**config.mk**
```make
export PLATFORM = sky130hd
export DESIGN_NAME = multicycle_control
export DESIGN_NICKNAME = d
export VERILOG_FILES = /design/src/rtl/cpu_ctrl_pkg.sv /design/src/rtl/wait_timer.sv /design/src/rtl/multicycle_control.sv
export SDC_FILE = /design/constraint.sdc
export NUM_CORES = 1
export LEC_CHECK = 0
export BUFFER_PORTS_ARGS = -buffer_cell sky130_fd_sc_hd__buf_4
export CORE_UTILIZATION = 45
export DETAILED_ROUTE_END_ITERATION = 12
export GPL_ROUTABILITY_DRIVEN = 0
export MAX_ROUTING_LAYER = met4
export PLACE_DENSITY = 0.77
export SLEW_MARGIN = 20
export SYNTH_ARGS = -nofsm -noshare
export SYNTH_HDL_FRONTEND = slang
export SYNTH_SLANG_ARGS = --single-unit
```
**constraint.sdc**
```tcl
create_clock -name clk -period 4.4 [get_ports clk]
set_clock_uncertainty 0.1 [all_clocks]
set_input_delay 0.22 -clock clk [delete_from_list [all_inputs] [get_ports clk]]
set_output_delay 0.22 -clock clk [all_outputs]
set_load 0.02 [all_outputs]
```
**src/rtl/cpu_ctrl_pkg.sv**
```systemverilog
// Shared definitions for the multicycle CPU control unit: FSM states,
// instruction opcodes and the ALU operand/operation select encodings.
package cpu_ctrl_pkg;

    typedef enum logic [3:0] {
        S_IDLE,
        S_FETCH,
        S_DECODE,
        S_MEMADR,
        S_MEMRD,
        S_MEMWB,
        S_MEMWR,
        S_EXEC_R,
        S_EXEC_I,
        S_ALUWB,
        S_BRANCH,
        S_TRAP
    } state_t;

    localparam logic [6:0] OP_LOAD   = 7'b0000011;
    localparam logic [6:0] OP_STORE  = 7'b0100011;
    localparam logic [6:0] OP_RTYPE  = 7'b0110011;
    localparam logic [6:0] OP_ITYPE  = 7'b0010011;
    localparam logic [6:0] OP_BRANCH = 7'b1100011;

    localparam logic [2:0] F3_BEQ = 3'b000;
    localparam logic [2:0] F3_BNE = 3'b001;

    localparam logic [1:0] SRCA_PC    = 2'b00;
    localparam logic [1:0] SRCA_OLDPC = 2'b01;
    localparam logic [1:0] SRCA_REGA  = 2'b10;

    localparam logic [1:0] SRCB_REGB  = 2'b00;
    localparam logic [1:0] SRCB_FOUR  = 2'b01;
    localparam logic [1:0] SRCB_IMM   = 2'b10;

    localparam logic [1:0] ALU_ADD    = 2'b00;
    localparam logic [1:0] ALU_SUB    = 2'b01;
    localparam logic [1:0] ALU_RFUNCT = 2'b10;
    localparam logic [1:0] ALU_IFUNCT = 2'b11;

endpackage

```
**src/rtl/wait_timer.sv**
```systemverilog
// Memory wait-state counter. Counts cycles spent waiting on mem_ready and
// flags the cycle on which one more wait would reach LIMIT.
module wait_timer #(
    parameter int LIMIT = 16
) (
    input  logic clk,
    input  logic rst_n,
    input  logic clear,
    input  logic enable,
    output logic expired
);

    localparam int W = $clog2(LIMIT + 1);
    localparam logic [W-1:0] LAST = W'(LIMIT - 1);

    logic [W-1:0] count;

    // Wait count: clear wins over increment so each wait state starts at zero.
    always_ff @(posedge clk or negedge rst_n) begin
        if (!rst_n) begin
            count <= '0;
        end else if (clear) begin
            count <= '0;
        end else if (enable) begin
            count <= count + W'(1);
        end
    end

    // Expiry is combinational so the FSM can leave on the LIMIT-th wait cycle.
    assign expired = enable && (count == LAST);

endmodule

```
**src/rtl/multicycle_control.sv**
```systemverilog
// Control FSM for a multicycle RISC-V style datapath. Outputs are a Moore
// decode of state except the handshake-qualified write enables and the
// branch-condition pc_write.
module multicycle_control
    import cpu_ctrl_pkg::*;
#(
    parameter int MEM_TIMEOUT = 16
) (
    input  logic       clk,
    input  logic       rst_n,
    input  logic [6:0] opcode,
    input  logic [2:0] funct3,
    input  logic       zero,
    input  logic       mem_ready,
    output logic       pc_write,
    output logic       ir_write,
    output logic       oldpc_write,
    output logic       target_write,
    output logic       reg_write,
    output logic       mem_read,
    output logic       mem_write,
    output logic       iord,
    output logic       mem_to_reg,
    output logic       pc_src,
    output logic [1:0] alu_src_a,
    output logic [1:0] alu_src_b,
    output logic [1:0] alu_op,
    output logic       instr_retired,
    output logic       illegal_instr,
    output logic       mem_timeout
);

    state_t state;
    state_t state_next;
    logic   waiting;
    logic   timer_clear;
    logic   timer_expired;
    logic   illegal_hit;
    logic   timeout_hit;
    logic   illegal_flag;
    logic   timeout_flag;

    // mem_ready only matters in the three states that wait on memory.
    assign waiting = ((state == S_FETCH) || (state == S_MEMRD) || (state == S_MEMWR)) && !mem_ready;

    // Any state change restarts the count, so every wait state is entered at zero.
    assign timer_clear = (state_next != state);

    wait_timer #(
        .LIMIT(MEM_TIMEOUT)
    ) u_wait_timer (
        .clk    (clk),
        .rst_n  (rst_n),
        .clear  (timer_clear),
        .enable (waiting),
        .expired(timer_expired)
    );

    // State register.
    always_ff @(posedge clk or negedge rst_n) begin
        if (!rst_n) begin
            state <= S_IDLE;
        end else begin
            state <= state_next;
        end
    end

    // Sticky trap cause, recorded on the transition into TRAP.
    always_ff @(posedge clk or negedge rst_n) begin
        if (!rst_n) begin
            illegal_flag <= 1'b0;
            timeout_flag <= 1'b0;
        end else begin
            if (illegal_hit) illegal_flag <= 1'b1;
            if (timeout_hit) timeout_flag <= 1'b1;
        end
    end

    assign illegal_instr = illegal_flag;
    assign mem_timeout   = timeout_flag;

    // Next-state and control decode; completion beats timeout in wait states.
    always_comb begin
        state_next    = state;
        pc_write      = 1'b0;
        ir_write      = 1'b0;
        oldpc_write   = 1'b0;
        target_write  = 1'b0;
        reg_write     = 1'b0;
        mem_read      = 1'b0;
        mem_write     = 1'b0;
        iord          = 1'b0;
        mem_to_reg    = 1'b0;
        pc_src        = 1'b0;
        alu_src_a     = SRCA_PC;
        alu_src_b     = SRCB_REGB;
        alu_op        = ALU_ADD;
        instr_retired = 1'b0;
        illegal_hit   = 1'b0;
        timeout_hit   = 1'b0;
        case (state)
            S_IDLE: state_next = S_FETCH;
            S_FETCH: begin
                mem_read  = 1'b1;
                alu_src_a = SRCA_PC;
                alu_src_b = SRCB_FOUR;
                alu_op    = ALU_ADD;
                if (mem_ready) begin
                    ir_write    = 1'b1;
                    pc_write    = 1'b1;
                    oldpc_write = 1'b1;
                    state_next  = S_DECODE;
                end else if (timer_expired) begin
                    timeout_hit = 1'b1;
                    state_next  = S_TRAP;
                end
            end
            S_DECODE: begin
                alu_src_a    = SRCA_OLDPC;
                alu_src_b    = SRCB_IMM;
                target_write = 1'b1;
                case (opcode)
                    OP_LOAD, OP_STORE: state_next = S_MEMADR;
                    OP_RTYPE:          state_next = S_EXEC_R;
                    OP_ITYPE:          state_next = S_EXEC_I;
                    OP_BRANCH:         state_next = S_BRANCH;
                    default: begin
                        illegal_hit = 1'b1;
                        state_next  = S_TRAP;
                    end
                endcase
            end
            S_MEMADR: begin
                alu_src_a  = SRCA_REGA;
                alu_src_b  = SRCB_IMM;
                state_next = (opcode == OP_LOAD) ? S_MEMRD : S_MEMWR;
            end
            S_MEMRD: begin
                mem_read = 1'b1;
                iord     = 1'b1;
                if (mem_ready) begin
                    state_next = S_MEMWB;
                end else if (timer_expired) begin
                    timeout_hit = 1'b1;
                    state_next  = S_TRAP;
                end
            end
            S_MEMWB: begin
                reg_write     = 1'b1;
                mem_to_reg    = 1'b1;
                instr_retired = 1'b1;
                state_next    = S_FETCH;
            end
            S_MEMWR: begin
                mem_write = 1'b1;
                iord      = 1'b1;
                if (mem_ready) begin
                    instr_retired = 1'b1;
                    state_next    = S_FETCH;
                end else if (timer_expired) begin
                    timeout_hit = 1'b1;
                    state_next  = S_TRAP;
                end
            end
            S_EXEC_R: begin
                alu_src_a  = SRCA_REGA;
                alu_src_b  = SRCB_REGB;
                alu_op     = ALU_RFUNCT;
                state_next = S_ALUWB;
            end
            S_EXEC_I: begin
                alu_src_a  = SRCA_REGA;
                alu_src_b  = SRCB_IMM;
                alu_op     = ALU_IFUNCT;
                state_next = S_ALUWB;
            end
            S_ALUWB: begin
                reg_write     = 1'b1;
                instr_retired = 1'b1;
                state_next    = S_FETCH;
            end
            S_BRANCH: begin
                alu_src_a = SRCA_REGA;
                alu_src_b = SRCB_REGB;
                alu_op    = ALU_SUB;
                pc_src    = 1'b1;
                case (funct3)
                    F3_BEQ: begin
                        pc_write      = zero;
                        instr_retired = 1'b1;
                        state_next    = S_FETCH;
                    end
                    F3_BNE: begin
                        pc_write      = !zero;
                        instr_retired = 1'b1;
                        state_next    = S_FETCH;
                    end
                    default: begin
                        illegal_hit = 1'b1;
                        state_next  = S_TRAP;
                    end
                endcase
            end
            S_TRAP: state_next = S_TRAP;
            default: state_next = S_IDLE;
        endcase
    end

endmodule
```
; ---- Word-level counts from Yosys, hierarchy flattened
; Cells that the tools add are included.
[totals]
elab_cells = 76
register_bits = 11
[classes]
n_eq_ne = 19
n_mux = 32
reduce_logical = 20
n_addsub = 1
[ops]
columns = operator, count
row1 = 4-bit case mux with 9 select lines, 1
row2 = 4-bit two-way mux, 5
row3 = "4-bit by 3-bit == test with 1-bit output, second input constant", 4
row4 = "4-bit == test, second input constant", 4
row5 = 4-bit case mux with 4 select lines, 1
row6 = 1-bit two-way mux, 15
row7 = "7-bit by 6-bit == test with 1-bit output, second input constant", 2
row8 = 2-bit OR reduction, 6
row9 = 5-bit two-way mux, 2
row10 = 3-bit OR reduction, 3
row11 = "4-bit by 2-bit == test with 1-bit output, second input constant", 2
row12 = 2-bit case mux with 2 select lines, 2
row13 = "7-bit by 2-bit == test with 1-bit output, second input constant", 1
row14 = "7-bit by 5-bit == test with 1-bit output, second input constant", 1
row15 = "7-bit == test, second input constant", 1
row16 = 1-bit case mux with 2 select lines, 3
row17 = 2-bit case mux with 3 select lines, 1
row18 = "5-bit by 1-bit adder with 5-bit output, second input constant", 1
row19 = "5-bit by 4-bit == test with 1-bit output, second input constant", 1
row20 = 5-bit OR reduction, 1
row21 = "4-bit by 1-bit == test with 1-bit output, second input constant", 1
row22 = 4-bit logical NOT, 1
row23 = 4-bit inequality test, 1
row24 = 4-bit OR reduction, 1
row25 = 8 further kinds, 11

; ---- Logic depth before layout (Yosys ltp)
[logic_depth]
ltp_word = 10
mapped_depth = 8

; ---- Cells and area by module
; A second synthesis with hierarchy kept.
[unflattened]
hier_cells = 121
area_unflattened_um2 = 1017.2
[by_module_without_submodules]
columns = module, n_inst, seq_area_each_um2, cells_per_inst, area_each_um2
row1 = multicycle_control, 1, 150.1, 97, 732.0
row2 = wait_timer, 1, 125.1, 24, 285.3

; ---- Least setup slack after synthesis
; OpenSTA, ideal clock, no wires.
[synth_path]
kind = register to register
from = reg u_wait_timer.count[0]
to = reg u_wait_timer.count[0]
path_buffers = 0
path_stages_with_launch = 9
t_arrival_ns = 2.182
t_required_ns = 4.199
period_less_slack_ns = 2.383
setup_slack_ns = 2.017
setup_time_ns = 0.101
cell_sequence = dfrtp_1 -> ha_1 -> and3_1 -> ha_1 -> mux2_1 -> o21a_1 -> a31o_1 -> o32a_4 -> nor4_1
[synth_between]
elab_chain_len = 7
elab_cells_between_ends = 12
[synth_lines]
columns = element, line
row1 = "start, declared", wait_timer.sv:16  ; logic [W-1:0] count;
row2 = "start signal, assigned", wait_timer.sv:25  ; count <= count + W'(1);
row3 = 5-bit by 4-bit == test with 1-bit output, wait_timer.sv:30  ; assign expired = enable && (count == LAST);
row4 = 1-bit logical AND, wait_timer.sv:30
row5 = 4-bit two-way mux, "multicycle_control.sv:113, multicycle_control.sv:143, multicycle_control.sv:160"
row6 = "4-bit two-way mux, on equally long branches", "multicycle_control.sv:157, multicycle_control.sv:108, multicycle_control.sv:141"
row7 = 4-bit case mux with 9 select lines, multicycle_control.sv:101  ; case (state)
row8 = 4-bit inequality test, multicycle_control.sv:47  ; assign timer_clear = (state_next != state);
row9 = 5-bit two-way mux / 2-bit nonzero test (equally long branches), --
; Parallel ways exist; a longest one is shown, timed or not. The select of a mux whose other input is x is not followed.
; A chain may end at the register's enable or synchronous reset.

; ---- Worst setup path in the final report
[layout_path]
from = reg u_wait_timer.count[0]
to = reg u_wait_timer.count[1]
; The elaborated chain is that of the path after synthesis.

==> impl_metrics.json <==
{
  "rsz0062_at_grt": "false",
  "drc": 0,
  "peakVddDrop_uv": 330,
  "tritoncts": "done",
  "die_y_um": 51.0,
  "slowest_stage": "dfrtp_1",
  "core-area_um2": 2230,
  "syn_inst": 127,
  "cts_sinks": 11,
  "pin_count": 33,
  "gr-total-overflow": 0,
  "insertion_delay_ns": 0.27,
  "synth_area_um2": 1080,
  "post-route-period-util_pct": 58.7,
  "drive_gt1_share_pct": 29.7,
  "holdWs_ns": 0.218,
  "power.density_nw_per_um2": 609,
  "crit_buf_inv": 0,
  "fin_nets": 172,
  "vias": 1117,
  "first_pass_iters": 4,
  "hold_buffers": 1,
  "placementRows": 17,
  "die_area_um2": 2600,
  "ant_nets": 0,
  "initial_core_util_pct": 48.3,
  "clock_tree.buffer_depth": 2,
  "tns_ns": 0,
  "multi_input_area_um2": 711,
  "cp-start-kind": "flop",
  "crit_chain": "ha_1, and3_1, ha_1, mux2_1, o21a_1, a31o_1, o32a_4, nor4_1",
  "place_hpwl_um": 2230,
  "fillers": 218,
  "crit_family": "compound AO/OA/AOI/OAI gates",
  "grt_pass1_vias": 1073,
  "final-setup-viol-count": 0,
  "hp-class": "input pin to async pin",
  "synth-edff-count": 0,
  "use_met2_pct": 40.8,
  "reg2reg_setup_slack_ns": 1.82,
  "synth-async-reset-ratio_pct": 100,
  "cpPeakStageDelay_ns": 0.42,
  "ctsResizeCount": 0,
  "clkTransAtPathRegs_ns": 0.07,
  "regArea_um2": 275,
  "utilization_pct": 59.1,
  "report.final.slew_viol_count": 0,
  "drt_iter0_markers": 32,
  "grt_busiest_layer": "met2",
  "ys_seq_area_share_pct": 25.5,
  "grt_usage_pct": 26.0,
  "period_minus_slack_ns": 2.58,
  "slew_headroom_pct": 64.4,
  "cts_max_level": 1,
  "path_max_fanout": 6,
  "cts.repair_timing.setup_buffer_count": 0,
  "placed_cell_area_um2": 1280,
  "tightest_slew_ns": 0.534,
  "cts-root-buf": "clkbuf_4",
  "synth.net_count": 143,
  "wl_um": 2920,
  "arrival_ns": 2.65,
  "final_cell_area_um2": 1320,
  "grt_util_met3_pct": 5.36,
  "leakagePower_nw": 0.597,
  "use_met1_pct": 32.8,
  "fmax_mhz": 387,
  "diodes": 0,
  "cts_buffers": 3,
  "grt_max_degree": 17,
  "grt_pass1_wl_um": 4900,
  "ys_types": 48,
  "area_growth_syn_to_layout_pct": 22.4,
  "worst-setup-path-type": "flop to flop",
  "synthFlopType": "dfrtp_1",
  "antenna_found_initial": 0,
  "ys_ff_latch": 11,
  "io_buffers": 32,
  "via_per_inst": 6.10,
  "status": "complete, no violations",
  "cap_violations": 0,
  "power_uw": 804,
  "cpMostUsedCell": "ha_1",
  "synth_warnings": 0,
  "wl_per_cell_um": 15.9,
  "syn_avg_cell_area_um2": 8.49,
  "endpoint_kind": "flop",
  "cp.required_ns": 4.47,
  "hold_violations": 0,
  "die_x_um": 51.0
}
[stage by stage]
stage / instances / setup slack (ns)
after global routing: 183 / 1.67
after floorplan: 127 / 2.02
after CTS: 183 / 1.82
after detailed placement: 178 / 1.83
after global placement: 178 / 1.95
final: 183 / 1.82
[synthesized netlist by cell type, types with 2 or more instances]
library cell,instances,area [um2]
a21o_1,2,15.0
a21oi_1,8,40.0
a31o_2,2,17.5
and3_1,2,12.5
buf_2,2,10.0
buf_4,3,22.5
buf_6,3,33.8
dfrtp_1,11,275
ha_1,2,25.0
inv_1,6,22.5
mux2i_1,2,20.0
nand2_1,9,33.8
nand2b_1,4,25.0
nand3_1,3,15.0
nor2_1,14,52.6
nor3_1,4,20.0
nor4_1,4,25.0
o21ai_0,5,25.0
o22ai_1,3,18.8
o31ai_1,3,22.5
o32ai_1,2,17.5
or3_1,2,12.5
or3b_1,2,17.5
or4b_1,2,20.0
xnor2_1,2,17.5
xor2_1,3,26.3
[layout by cell type, fill, tap and decap left out, types with 4 or more instances in the layout]
master,netlist,routed
a21oi_1,8,8
buf_4,3,32
dfrtp_1,11,11
inv_1,6,6
nand2_1,9,9
nand2b_1,4,4
nor2_1,14,14
nor3_1,4,4
nor4_1,4,4
o21ai_0,5,5
[report_power, final]
part / total [mW] / switching (mW) / leakage, nW / internal (mW)
logic: 0.548 / 0.314 / 0.440 / 0.233
clock network: 0.0711 / 0.0360 / 0.0150 / 0.0351
registers: 0.185 / 0.0661 / 0.142 / 0.119
total: 0.804 / 0.417 / 0.597 / 0.388
[path summary, 6_finish.rpt]
check	endpoint	from	cells past startpoint
max	u_wait_timer.count[1]	u_wait_timer.count[0]	8
min	u_wait_timer.count[0]	rst_n	2
max reg2reg	u_wait_timer.count[1]	u_wait_timer.count[0]	8
min reg2reg	mem_timeout	mem_timeout	1
max in group asynchronous	u_wait_timer.count[3]	rst_n	2
min in group clk	illegal_instr	funct3[1]	4
[logic make-up after synthesis]
group / Yosys count / share of synthesized area (%)
adders and majority gates: 2 / 2.32
muxes: 4 / 3.94
and+or+nand+nor: 56 / 31.3
AOI/OAI and AO/OA: 34 / 24.2
buffers and inverters: 15 / 8.58
DFF: 11 / 25.5
xor gates and xnor gates: 5 / 4.06
[state kept, by name, summed over array words and instances, names as in the netlist]
signal	cells
mem_timeout	1
state	4
illegal_instr	1
u_wait_timer.count	5
[layer usage]
layer | up-vias | part of all wire (%)
li1 | 524 | -
met1 | 526 | 42
met2 | 59 | 48
met3 | 8 | 8.1
met4 | 0 | 2.0
met5 | - | 0
[layout make-up]
cell class / count / share of cell area, %
clock buffers: 4 / 1.99
inverters: 6 / 1.71
multi-input cells: 101 / 53.8
flip-flops and latches: 11 / 20.9
well taps: 28 / 2.65
repair buffers: 33 / 19.0
[worst reg2reg max path, stage by stage (launching register included)]
cell and delay [ns]:
dfrtp_1 0.42, ha_1 0.23, and3_1 0.18, ha_1 0.24, mux2_1 0.33, o21a_1 0.17
a31o_1 0.19, o32a_4 0.34, nor4_1 0.28
(Power assumes the default switching activity.)
